$ cat src/rtl/sprite_pkg.sv
// Shared types and constants for the sprite motion controller and the pixel renderer.
// Holds the direction encoding, controller state type and the colour palette.
package sprite_pkg;

  typedef logic [2:0] dir_t;

  localparam dir_t DIR_NONE  = 3'd0;
  localparam dir_t DIR_UP    = 3'd1;
  localparam dir_t DIR_DOWN  = 3'd2;
  localparam dir_t DIR_LEFT  = 3'd3;
  localparam dir_t DIR_RIGHT = 3'd4;

  typedef enum logic [1:0] {
    IDLE    = 2'd0,
    MOVE    = 2'd1,
    BLOCKED = 2'd2
  } state_t;

  // RGB565 palette the renderer uses to draw the scene
  localparam logic [15:0] COLOR_BACKGROUND = 16'h0000;
  localparam logic [15:0] COLOR_SPRITE     = 16'h07E0;
  localparam logic [15:0] COLOR_BLOCKED    = 16'hFFE0;
  localparam logic [15:0] COLOR_OBSTACLE   = 16'hF800;

  // Inclusive 1-D overlap of [lo,hi] against [lim_lo,lim_hi]
  function automatic logic span_overlap(input logic [7:0] lo, input logic [7:0] hi,
                                        input logic [7:0] lim_lo, input logic [7:0] lim_hi);
    return (lo <= lim_hi) && (hi >= lim_lo);
  endfunction

endpackage

$ cat src/rtl/sprite_motion_ctrl_if.sv
// Button input and motion-status bundle between the button/renderer side and the controller.
// The controller attaches through the slave modport.
interface sprite_motion_ctrl_if;
  import sprite_pkg::*;

  logic [4:0] btn;
  logic [6:0] ptr_x;
  logic [5:0] ptr_y;
  dir_t       dir;
  logic       moving;
  logic       blocked;
  logic       obs_hit;

  modport master (
    output btn,
    input  ptr_x, ptr_y, dir, moving, blocked, obs_hit
  );

  modport slave (
    input  btn,
    output ptr_x, ptr_y, dir, moving, blocked, obs_hit
  );

endinterface

$ cat src/rtl/sprite_motion_ctrl_btn_sync_edge.sv
// Per-bit 2-FF synchroniser followed by a rising-edge detector for the raw push-buttons.
// press is combinational from the synchronised bit and its delayed copy.
module btn_sync_edge #(
  parameter int WIDTH = 5
) (
  input  logic             clksig,
  input  logic             rst,
  input  logic [WIDTH-1:0] btn,
  output logic [WIDTH-1:0] press
);

  logic [WIDTH-1:0] meta_reg;
  logic [WIDTH-1:0] sync_reg;
  logic [WIDTH-1:0] prev_reg;

  genvar gi;
  generate
    for (gi = 0; gi < WIDTH; gi++) begin : g_bit
      always_ff @(posedge clksig or posedge rst) begin
        if (rst) begin
          meta_reg[gi] <= 1'b0;
          sync_reg[gi] <= 1'b0;
          prev_reg[gi] <= 1'b0;
        end else begin
          meta_reg[gi] <= btn[gi];
          sync_reg[gi] <= meta_reg[gi];
          prev_reg[gi] <= sync_reg[gi];
        end
      end

      assign press[gi] = sync_reg[gi] & ~prev_reg[gi];
    end
  endgenerate

endmodule

$ cat src/rtl/sprite_motion_ctrl.sv
// Motion policy for the 7x7 sprite: button decode, paced stepping, edge/obstacle refusal.
// Optional SPRITE_WRAP_EN: steps past a screen edge wrap around instead of blocking.
module sprite_motion_ctrl
  import sprite_pkg::*;
#(
  parameter int X_SIZE   = 96,
  parameter int Y_SIZE   = 64,
  parameter int BOX_SIZE = 7,
  parameter int START_X  = 4,
  parameter int START_Y  = 4,
  parameter int OBS_X0   = 35,
  parameter int OBS_X1   = 60,
  parameter int OBS_Y0   = 20,
  parameter int OBS_Y1   = 45,
  parameter int STEP_DIV = 100000
) (
  input  logic                 clksig,
  input  logic                 rst,
  sprite_motion_ctrl_if.slave  bus
);

  localparam int DIV_W = (STEP_DIV > 2) ? $clog2(STEP_DIV) : 1;

  localparam logic [DIV_W-1:0] DIV_LAST = DIV_W'(STEP_DIV - 1);
  localparam logic [7:0] BOX_M1 = 8'(BOX_SIZE - 1);
  localparam logic [7:0] BOX8   = 8'(BOX_SIZE);
  localparam logic [7:0] X_LAST = 8'(X_SIZE - 1);
  localparam logic [7:0] Y_LAST = 8'(Y_SIZE - 1);
  localparam logic [7:0] X_WRAP = 8'(X_SIZE - BOX_SIZE);
  localparam logic [7:0] Y_WRAP = 8'(Y_SIZE - BOX_SIZE);
  localparam logic [7:0] OX0    = 8'(OBS_X0);
  localparam logic [7:0] OX1    = 8'(OBS_X1);
  localparam logic [7:0] OY0    = 8'(OBS_Y0);
  localparam logic [7:0] OY1    = 8'(OBS_Y1);
  localparam logic [7:0] OX1_P1 = 8'(OBS_X1 + 1);
  localparam logic [7:0] OY1_P1 = 8'(OBS_Y1 + 1);

  state_t           state_reg, state_next;
  dir_t             dir_reg, dir_next;
  logic [DIV_W-1:0] div_reg, div_next;
  logic [6:0]       ptr_x_reg, ptr_x_next;
  logic [5:0]       ptr_y_reg, ptr_y_next;
  logic             blocked_reg, blocked_next;
  logic             obs_hit_reg, obs_hit_next;

  logic [4:0] press;
  logic       cmd_center;
  dir_t       cmd_dir;
  logic       tick;

  logic [7:0] x_lo, x_hi, y_lo, y_hi;
  logic [7:0] cand_x, cand_y;
  logic       x_ov, y_ov;
  logic       at_edge, hit_obs;
  logic       step_ok, step_obs;

  btn_sync_edge #(.WIDTH(5)) u_sync (
    .clksig (clksig),
    .rst    (rst),
    .btn    (bus.btn),
    .press  (press)
  );

  // Centre overrides every direction; among directions up > down > left > right
  always_comb begin
    cmd_center = press[0];
    cmd_dir    = DIR_NONE;
    if (press[1])      cmd_dir = DIR_UP;
    else if (press[4]) cmd_dir = DIR_DOWN;
    else if (press[2]) cmd_dir = DIR_LEFT;
    else if (press[3]) cmd_dir = DIR_RIGHT;
  end

  assign tick = (div_reg == DIV_LAST);

  // Candidate next position and the two refusal causes for the latched direction
  always_comb begin
    x_lo    = {1'b0, ptr_x_reg};
    y_lo    = {2'b00, ptr_y_reg};
    x_hi    = x_lo + BOX_M1;
    y_hi    = y_lo + BOX_M1;
    x_ov    = span_overlap(x_lo, x_hi, OX0, OX1);
    y_ov    = span_overlap(y_lo, y_hi, OY0, OY1);
    at_edge = 1'b0;
    hit_obs = 1'b0;
    cand_x  = x_lo;
    cand_y  = y_lo;
    case (dir_reg)
      DIR_UP: begin
        at_edge = (y_lo == 8'd0);
        hit_obs = (y_lo == OY1_P1) && x_ov;
        cand_y  = at_edge ? Y_WRAP : y_lo - 8'd1;
      end
      DIR_DOWN: begin
        at_edge = (y_hi == Y_LAST);
        hit_obs = ((y_lo + BOX8) == OY0) && x_ov;
        cand_y  = at_edge ? 8'd0 : y_lo + 8'd1;
      end
      DIR_LEFT: begin
        at_edge = (x_lo == 8'd0);
        hit_obs = (x_lo == OX1_P1) && y_ov;
        cand_x  = at_edge ? X_WRAP : x_lo - 8'd1;
      end
      DIR_RIGHT: begin
        at_edge = (x_hi == X_LAST);
        hit_obs = ((x_lo + BOX8) == OX0) && y_ov;
        cand_x  = at_edge ? 8'd0 : x_lo + 8'd1;
      end
      default: ;
    endcase
  end

`ifdef SPRITE_WRAP_EN
  logic wrap_hit;

  // A wrapped sprite must not land on the obstacle; that refusal is reported as an obstacle hit
  assign wrap_hit = span_overlap(cand_x, cand_x + BOX_M1, OX0, OX1) &&
                    span_overlap(cand_y, cand_y + BOX_M1, OY0, OY1);
  assign step_ok  = !hit_obs && !(at_edge && wrap_hit);
  assign step_obs = 1'b1;
`else
  assign step_ok  = !hit_obs && !at_edge;
  assign step_obs = hit_obs;
`endif

  logic unused_bits;
  assign unused_bits = ^{cand_x[7], cand_y[7:6]};

  always_comb begin
    state_next   = state_reg;
    dir_next     = dir_reg;
    div_next     = div_reg;
    ptr_x_next   = ptr_x_reg;
    ptr_y_next   = ptr_y_reg;
    blocked_next = 1'b0;
    obs_hit_next = obs_hit_reg;
    case (state_reg)
      IDLE: begin
        dir_next = DIR_NONE;
        div_next = '0;
        if (!cmd_center && cmd_dir != DIR_NONE) begin
          state_next = MOVE;
          dir_next   = cmd_dir;
        end
      end
      MOVE: begin
        // Any press on a tick cycle wins and the tick is dropped
        if (cmd_center) begin
          state_next = IDLE;
          dir_next   = DIR_NONE;
          div_next   = '0;
        end else if (cmd_dir != DIR_NONE) begin
          dir_next = cmd_dir;
          div_next = '0;
        end else if (tick) begin
          div_next = '0;
          if (step_ok) begin
            ptr_x_next = cand_x[6:0];
            ptr_y_next = cand_y[5:0];
          end else begin
            state_next   = BLOCKED;
            blocked_next = 1'b1;
            obs_hit_next = step_obs;
          end
        end else begin
          div_next = div_reg + 1'b1;
        end
      end
      BLOCKED: begin
        if (cmd_center) begin
          state_next   = IDLE;
          dir_next     = DIR_NONE;
          obs_hit_next = 1'b0;
        end else if (cmd_dir != DIR_NONE) begin
          state_next   = MOVE;
          dir_next     = cmd_dir;
          div_next     = '0;
          obs_hit_next = 1'b0;
        end
      end
      default: begin
        state_next = IDLE;
        dir_next   = DIR_NONE;
        div_next   = '0;
      end
    endcase
  end

  always_ff @(posedge clksig or posedge rst) begin
    if (rst) begin
      state_reg   <= IDLE;
      dir_reg     <= DIR_NONE;
      div_reg     <= '0;
      ptr_x_reg   <= 7'(START_X);
      ptr_y_reg   <= 6'(START_Y);
      blocked_reg <= 1'b0;
      obs_hit_reg <= 1'b0;
    end else begin
      state_reg   <= state_next;
      dir_reg     <= dir_next;
      div_reg     <= div_next;
      ptr_x_reg   <= ptr_x_next;
      ptr_y_reg   <= ptr_y_next;
      blocked_reg <= blocked_next;
      obs_hit_reg <= obs_hit_next;
    end
  end

  assign bus.ptr_x   = ptr_x_reg;
  assign bus.ptr_y   = ptr_y_reg;
  assign bus.dir     = dir_reg;
  assign bus.moving  = (state_reg == MOVE);
  assign bus.blocked = blocked_reg;
  assign bus.obs_hit = obs_hit_reg;

endmodule
$ cat src/flat_wrapper.sv
// flat-port wrapper written by rule: the top's interface ports become plain ports
module sprite_motion_ctrl_flat import sprite_pkg::*;
#(
  parameter int X_SIZE   = 96,
  parameter int Y_SIZE   = 64,
  parameter int BOX_SIZE = 7,
  parameter int START_X  = 4,
  parameter int START_Y  = 4,
  parameter int OBS_X0   = 35,
  parameter int OBS_X1   = 60,
  parameter int OBS_Y0   = 20,
  parameter int OBS_Y1   = 45,
  parameter int STEP_DIV = 100000
)
  (clksig, rst, bus_btn, bus_ptr_x, bus_ptr_y, bus_dir, bus_moving, bus_blocked, bus_obs_hit);
  sprite_motion_ctrl_if bus_i ();
  input  logic clksig;
  input  logic rst;
  input wire logic [$bits(bus_i.btn)-1:0] bus_btn;
  output wire logic [$bits(bus_i.ptr_x)-1:0] bus_ptr_x;
  output wire logic [$bits(bus_i.ptr_y)-1:0] bus_ptr_y;
  output wire logic [$bits(bus_i.dir)-1:0] bus_dir;
  output wire logic [$bits(bus_i.moving)-1:0] bus_moving;
  output wire logic [$bits(bus_i.blocked)-1:0] bus_blocked;
  output wire logic [$bits(bus_i.obs_hit)-1:0] bus_obs_hit;
  assign bus_i.btn = bus_btn;
  assign bus_ptr_x = bus_i.ptr_x;
  assign bus_ptr_y = bus_i.ptr_y;
  assign bus_dir = bus_i.dir;
  assign bus_moving = bus_i.moving;
  assign bus_blocked = bus_i.blocked;
  assign bus_obs_hit = bus_i.obs_hit;
  sprite_motion_ctrl #(.X_SIZE(X_SIZE), .Y_SIZE(Y_SIZE), .BOX_SIZE(BOX_SIZE), .START_X(START_X), .START_Y(START_Y), .OBS_X0(OBS_X0), .OBS_X1(OBS_X1), .OBS_Y0(OBS_Y0), .OBS_Y1(OBS_Y1), .STEP_DIV(STEP_DIV)) u_core (.clksig(clksig), .rst(rst), .bus(bus_i));
endmodule
$ cat config.mk
export PLATFORM = sky130hd
export DESIGN_NAME = sprite_motion_ctrl_flat
export DESIGN_NICKNAME = d
export VERILOG_FILES = /design/src/rtl/sprite_pkg.sv /design/src/rtl/sprite_motion_ctrl_if.sv /design/src/rtl/sprite_motion_ctrl_btn_sync_edge.sv /design/src/rtl/sprite_motion_ctrl.sv /design/src/flat_wrapper.sv
export SDC_FILE = /design/constraint.sdc
export NUM_CORES = 1
export LEC_CHECK = 0
export CORE_MARGIN = 2
export CORE_UTILIZATION = 59
export DETAILED_ROUTE_END_ITERATION = 10
export PLACE_DENSITY = 0.85
export SKIP_LAST_GASP = 1
export SLEW_MARGIN = 20
export SYNTH_ARGS = -nofsm -noshare
export SYNTH_HDL_FRONTEND = slang
export SYNTH_SLANG_ARGS = --single-unit
$ cat constraint.sdc
create_clock -name clksig -period 3.35 [get_ports clksig]
set_clock_uncertainty 0.2 [all_clocks]
set_input_delay 0.335 -clock clksig [delete_from_list [all_inputs] [get_ports clksig]]
set_output_delay 0.335 -clock clksig [all_outputs]
set_load 0.03 [all_outputs]
Word level (Yosys, flattened, before mapping)
Index checks and enable logic that the tools add are counted.
{"block": "classes", "n_addsub": 9, "order_cmp": 4, "eq_ne": 25, "n_mux": 42, "bitwise_logic": 12, "n_reduce_logical": 24}
{"cell": "17-bit 2-to-1 mux", "n": 5}
{"cell": "17-bit one-hot mux with 2 select lines", "n": 1}
{"cell": "3-bit 2-to-1 mux", "n": 7}
{"cell": "6-bit AND reduction", "n": 3}
{"cell": "17-bit by 1-bit adder with 17-bit output, second input constant", "n": 1}
{"cell": "17-bit equality test, second input constant", "n": 1}
{"cell": "7-bit by 3-bit adder with 8-bit output, second input constant", "n": 2}
{"cell": "8-bit by 6-bit equality test with 1-bit output, second input constant", "n": 2}
{"cell": "6-bit by 3-bit adder with 7-bit output, second input constant", "n": 2}
{"cell": "2-bit 2-to-1 mux", "n": 7}
{"cell": "7-bit 2-to-1 mux", "n": 2}
{"cell": "7-bit one-hot mux with 2 select lines", "n": 1}
{"cell": "6-bit 2-to-1 mux", "n": 2}
{"cell": "6-bit one-hot mux with 2 select lines", "n": 1}
{"cell": "1-bit 2-to-1 mux", "n": 11}
{"cell": "3-bit by 1-bit inequality test with 1-bit output, second input constant", "n": 3}
{"cell": "8-bit by 5-bit equality test with 1-bit output, second input constant", "n": 1}
{"cell": "8-bit by 7-bit equality test with 1-bit output, second input constant", "n": 1}
{"cell": "8-bit by 5-bit >= comparator with 1-bit output, second input constant", "n": 1}
{"cell": "8-bit by 6-bit >= comparator with 1-bit output, second input constant", "n": 1}
{"cell": "1-bit logical AND", "n": 8}
{"cell": "2-bit inequality test, second input constant", "n": 4}
{"cell": "1-bit one-hot mux with 4 select lines", "n": 2}
{"cell": "7-bit by 1-bit adder with 7-bit output, second input constant", "n": 1}
{"cell": "28 further kinds", "n": 46}
{"block": "totals", "reg_bits": 52, "input_bits": 7, "out_inout_bits": 19, "elab_cells": 138}

Logic depth before layout (Yosys ltp)
Gate-level depths: netlist (run 1).
{"block": "logic_depth", "word_depth": 12, "ltp_mapped": 11, "ltp_nobuf": 9}

By module
Synthesis (run 1) repeated with hierarchy kept, for this count alone.
{"block": "unflattened", "cells_unflattened": 402, "hier_area_um2": 3530.9}
{"mod": "sprite_motion_ctrl", "instances": 1, "cells_per_inst": 381, "area_per_inst_um2": 3083.0, "seq_area_each_um2": 928.4}
{"mod": "btn_sync_edge", "instances": 1, "cells_per_inst": 21, "area_per_inst_um2": 447.9, "seq_area_each_um2": 375.4}

Least setup slack after synthesis (run 1)
OpenSTA, ideal clock, no wires.
{"block": "synth_path", "kind": "flip-flop to flip-flop", "startpoint": "reg u_core.ptr_y_reg[1] (netlist: u_core.bus.ptr_y[1])", "endpoint": "reg u_core.ptr_x_reg[1] (netlist: u_core.bus.ptr_x[1])", "setup_ps": 128, "arrival_time_ps": 2748, "required_time_ps": 3022, "path_slack_ps": 275, "path_stages_with_launch": 10, "path_buffers": 0, "period_less_slack_ps": 3075, "cell_sequence": "dfrtp_1 inv_1 ha_1 a21bo_2 or3_1 a221o_1 a211oi_4 nor4_2 nand2_1 mux2_1"}
{"block": "synth_between", "elab_chain_cells": 8, "word_cells_on_any_way": 19, "cone_classes": "add/sub: 2; order compare: 2; eq/ne: 3; mux: 2; reduce/logical: 10"}
{"element": "start, declared", "line": "sprite_motion_ctrl.sv:42", "rtl": "logic [5:0] ptr_y_reg, ptr_y_next;"}
{"element": "start signal, assigned", "line": "sprite_motion_ctrl.sv:195", "rtl": "ptr_y_reg <= 6'(START_Y);"}
{"element": "start signal, assigned", "line": "sprite_motion_ctrl.sv:203", "rtl": "ptr_y_reg <= ptr_y_next;"}
{"element": "6-bit by 3-bit adder with 7-bit output", "line": "sprite_motion_ctrl.sv:81", "rtl": "y_hi = y_lo + BOX_M1;"}
{"element": "8-bit by 5-bit >= comparator with 1-bit output", "line": "sprite_pkg.sv:28", "rtl": "return (lo <= lim_hi) && (hi >= lim_lo);"}
{"element": "1-bit logical AND", "line": "sprite_pkg.sv:28"}
{"element": "1-bit logical AND, on equally long branches", "line": "sprite_motion_ctrl.sv:106, sprite_motion_ctrl.sv:101"}
{"element": "1-bit one-hot mux with 4 select lines", "line": "sprite_motion_ctrl.sv:88", "rtl": "case (dir_reg)"}
{"element": "1-bit zero test", "line": "sprite_motion_ctrl.sv:122", "rtl": "assign step_ok = !hit_obs && !at_edge;"}
{"element": "1-bit logical AND *", "line": "sprite_motion_ctrl.sv:122"}
{"element": "6-bit AND reduction (no line) *"}
{"element": "end signal, assigned", "line": "sprite_motion_ctrl.sv:194", "rtl": "ptr_x_reg <= 7'(START_X);"}
{"element": "end signal, assigned", "line": "sprite_motion_ctrl.sv:202", "rtl": "ptr_x_reg <= ptr_x_next;"}
{"element": "end, declared", "line": "sprite_motion_ctrl.sv:41", "rtl": "logic [6:0] ptr_x_reg, ptr_x_next;"}
Every way passes the cells marked *; elsewhere a longest branch is shown, timed or not.
A chain may end at the register's enable or synchronous reset.

Final worst setup path (run 1)
Ends and elaborated chain as after synthesis.

==> results of run 1 <==
[power groups by stage]
| stage | logic, mW | registers (mW) | clock network [mW] |
|---|---|---|---|
| finish | 0.319 | 0.688 | 0.432 |
| global route | 0.357 | 0.693 | 0.468 |
| CTS | 0.320 | 0.688 | 0.442 |
| detailed placement | 0.317 | 0.700 | 0 |
| global placement | 0.313 | 0.698 | 0 |
| floorplan | 0.230 | 0.698 | 0 |
[worst register-to-register path: cells and delay by family, from the launching register on]
kind	cells	cell delay, ps
buffers and inverters	2	310
AOI/OAI and AO/OA	3	940
DFF	1	390
adders and majority gates	1	270
muxes	1	340
and+or+nand+nor	3	540
[layout by cell type (no fill, tap or decap), types with 5 or more instances in the layout]
cell,count
dfrtp_1,50
nor2_1,33
nand2_1,32
clkdlybuf4s50_1,25
nand3_1,23
o21ai_0,21
ha_1,20
buf_4,20
inv_1,13
nor3_1,11
a21oi_1,11
xnor2_1,11
xor2_1,9
nor4b_1,8
nand2b_1,7
nor2b_1,7
nand4_1,6
or3_1,6
nor3b_1,5
a31oi_1,5
clkbuf_8,5
[synth_stat cells (3+ instances only)]
master and number:
nand2_1 32, nor4_1 3, buf_2 5, a21oi_1 11, nor3_1 11, mux2i_1 3, nor3b_1 5, buf_6 3
o21ai_0 21, nand2b_1 7, nand4_1 6, or3_1 6, and2_1 3, nor4b_1 8, or3b_2 3, xnor2_1 11
o32ai_1 3, nand3_1 23, dfrtp_1 50, a31oi_1 5, ha_1 21, nor2b_1 7, or4_1 3, xor2_1 9
inv_1 15, o211ai_1 3, clkbuf_1 5, nor2_1 33
[what timing repair did]
action                     4_1_cts  5_1_grt
resized for setup                0        2
buffers inserted                 0        2
setup endpoints to repair        0        2
[stage by stage]
| stage | area (µm²) | power (mW) | setup WS, ps | utilization | instances |
|---|---|---|---|---|---|
| final | 3960 | 1.44 | 256 | 0.711 | 483 |
| after global placement | 3830 | 1.01 | 213 | 0.687 | 473 |
| after floorplan | 3440 | 0.928 | 275 | - | 372 |
| after global routing | 3960 | 1.52 | 18.3 | 0.711 | 483 |
| after CTS | 3950 | 1.45 | 133 | 0.708 | 481 |
| after detailed placement | 3830 | 1.02 | 151 | 0.687 | 473 |
[worst min-delay path by stage]
stage                                         start                         to  slack, ps
after floorplan           u_core.u_sync.meta_reg[0]  u_core.u_sync.sync_reg[0]        130
after global placement    u_core.u_sync.meta_reg[2]  u_core.u_sync.sync_reg[2]        130
after detailed placement  u_core.u_sync.meta_reg[0]  u_core.u_sync.sync_reg[0]        140
after CTS                 u_core.u_sync.meta_reg[1]  u_core.u_sync.sync_reg[1]        160
after global routing      u_core.u_sync.meta_reg[1]  u_core.u_sync.sync_reg[1]        160
final                     u_core.u_sync.meta_reg[1]  u_core.u_sync.sync_reg[1]        160
[metal layers]
layer / track usage / routed length, µm / up-vias
li1: - / - / 1429
met1: 0.359 / 3330 / 1407
met2: 0.400 / 3410 / 82
met3: 0.0326 / 315 / 9
met4: 0.0610 / 110 / 0
met5: 0 / 0 / -
[cell families after synthesis]
| group | after synthesis | synth area share |
|---|---|---|
| xor+xnor | 20 | 0.0509 |
| compound gates | 78 | 0.170 |
| fa+ha+maj | 21 | 0.0764 |
| buf+inv | 30 | 0.0429 |
| simple gates | 166 | 0.266 |
| flops | 52 | 0.379 |
| mux | 5 | 0.0153 |
[cell type report]
| class | instances | area [µm²] |
|---|---|---|
| clock buffer | 5 | 68.8 |
| clock inverter | 3 | 46.3 |
| fill | 433 | 1610 |
| tap | 72 | 90.1 |
| timing repair buffer | 45 | 400 |
| sequential | 52 | 1300 |
| inverter | 16 | 62.6 |
| multi-input combinational | 290 | 1990 |
==> results.sh, run 1 <==
export IMPL_p_int_mw=1.00
export IMPL_ys_seq_area_frac=0.379
export IMPL_slew_violations=0
export IMPL_htree_num_levels=2
export IMPL_ant_nets=0
export IMPL_fp_dieH_um=80.4
export IMPL_grt_pass1_vias=2764
export IMPL_synth_top_area_frac=0.364
export IMPL_drt_wl_total_um=7170
export IMPL_hold_violations=0
export IMPL_drive_above_1_share=0.131
export IMPL_cp_depth=10
export IMPL_timing_rr_end="u_core.bus.ptr_x[1]"
export IMPL_path_delay_family="compound AO/OA/AOI/OAI gates"
export IMPL_grt_overflow=0
export IMPL_synthCells=372
export IMPL_worstSetupEndpoint="u_core.bus.ptr_x[1]"
export IMPL_synth_area_leaders="dfrtp_1, ha_1, nor2_1"
export IMPL_min_period_ps=3090
export IMPL_power_density_nw_per_um2=363
export IMPL_first_iter_violations=186
export IMPL_grt_usage=0.249
export IMPL_slowest_stage="dfrtp_1"
export IMPL_place_port_buffers=25
export IMPL_end_kind="flop"
export IMPL_via_per_inst=6.06
export IMPL_n_antenna_cell=0
export IMPL_antenna_found_initial=0
export IMPL_rrSetupSlack_ps=260
export IMPL_cts_buffers=5
export IMPL_largest_reg_flops=17
export IMPL_slowest_delay_ps=390
export IMPL_seqPwrFrac=0.478
export IMPL_path_clk_slew_ps=90
export IMPL_ff2ff_path_depth=10
export IMPL_clockPowerShare=0.300
export IMPL_holdWs_ps=157
export IMPL_hpwl_um=5370
export IMPL_initial_core_util=0.617
export IMPL_fp_dieW_um=80.4
export IMPL_dieArea_um2=6460
export IMPL_core_um2=5570
export IMPL_path_class="flop to flop"
export IMPL_p_leak_nw=1.60
export IMPL_ios=26
export IMPL_yosysWarnings=0
export IMPL_worst_pin_slew_ps=770
export IMPL_cts_tree="yes"
export IMPL_setup_tns_ps=0
export IMPL_required_ps=3340
export IMPL_clock_sinks=52
export IMPL_setup_viol=0
export IMPL_area_growth_synth_to_final_pct=15.2
export IMPL_ys_ff_latch=52
export IMPL_synth_enable_flop_cells=0
export IMPL_critPathLaunchType="flop"
export IMPL_routabilityCongestion=0.963
export IMPL_rsz0062_at_grt="false"
export IMPL_crit_start="u_core.bus.ptr_y[1]"
export IMPL_cts_path_max_buffers=2
export IMPL_layout_nets=438
export IMPL_crit_chain="inv_1 -> ha_1 -> a21bo_2 -> or3_1 -> a221o_1 -> a211oi_4 -> nor4_2 -> buf_4 -> nand2_1 -> mux2_1"
export IMPL_maxCapViolCount=0
export IMPL_dr_total_vias=2927
export IMPL_syn_cell_area_um2=3440
export IMPL_fmax_mhz=323
export IMPL_critPathMaxFanout=12
export IMPL_hold_class="flop to flop"
export IMPL_syn_nets=400
export IMPL_drc=0
export IMPL_ctsRootBufferMaster="clkbuf_8"
export IMPL_rows=27
export IMPL_hold_buffers=0
export IMPL_netSwitchingPower_mw=0.435
export IMPL_grt_max_degree=53
export IMPL_async_reset_ff_frac=1.00
export IMPL_rr_startpoint="u_core.bus.ptr_y[1]"
export IMPL_syn_avg_cell_area_um2=9.25
export IMPL_worstPathBufferInverterCount=2
export IMPL_status="finished clean"
export IMPL_whs_path_depth=0
export IMPL_slew_headroom=0.487
export IMPL_synth_cell_types=73
export IMPL_vdd_drop_max_mv=0.330
export IMPL_dr_pass1_iters=4
export IMPL_detail_route_wl_per_cell_um=14.9
export IMPL_synth_area_leader_cell="dfrtp_1"
export IMPL_cp_data_arrival_time_ps=3080
export IMPL_finalCritPeriodShare=0.923
export IMPL_ys_flop_type="dfrtp_1"
export IMPL_swShare=0.302
export IMPL_combPwrFrac=0.222
export IMPL_clk_latency_ps=300
export IMPL_grt_pass1_wl_um=12800
Note: power is estimated with default switching activity, not from simulation.
==> run 2: changes to the inputs <==
Settings changed: CTS_CLUSTER_DIAMETER set to 150.
==> results of run 2 <==
Final layout, timing and power as in run 1 (identical DEF).
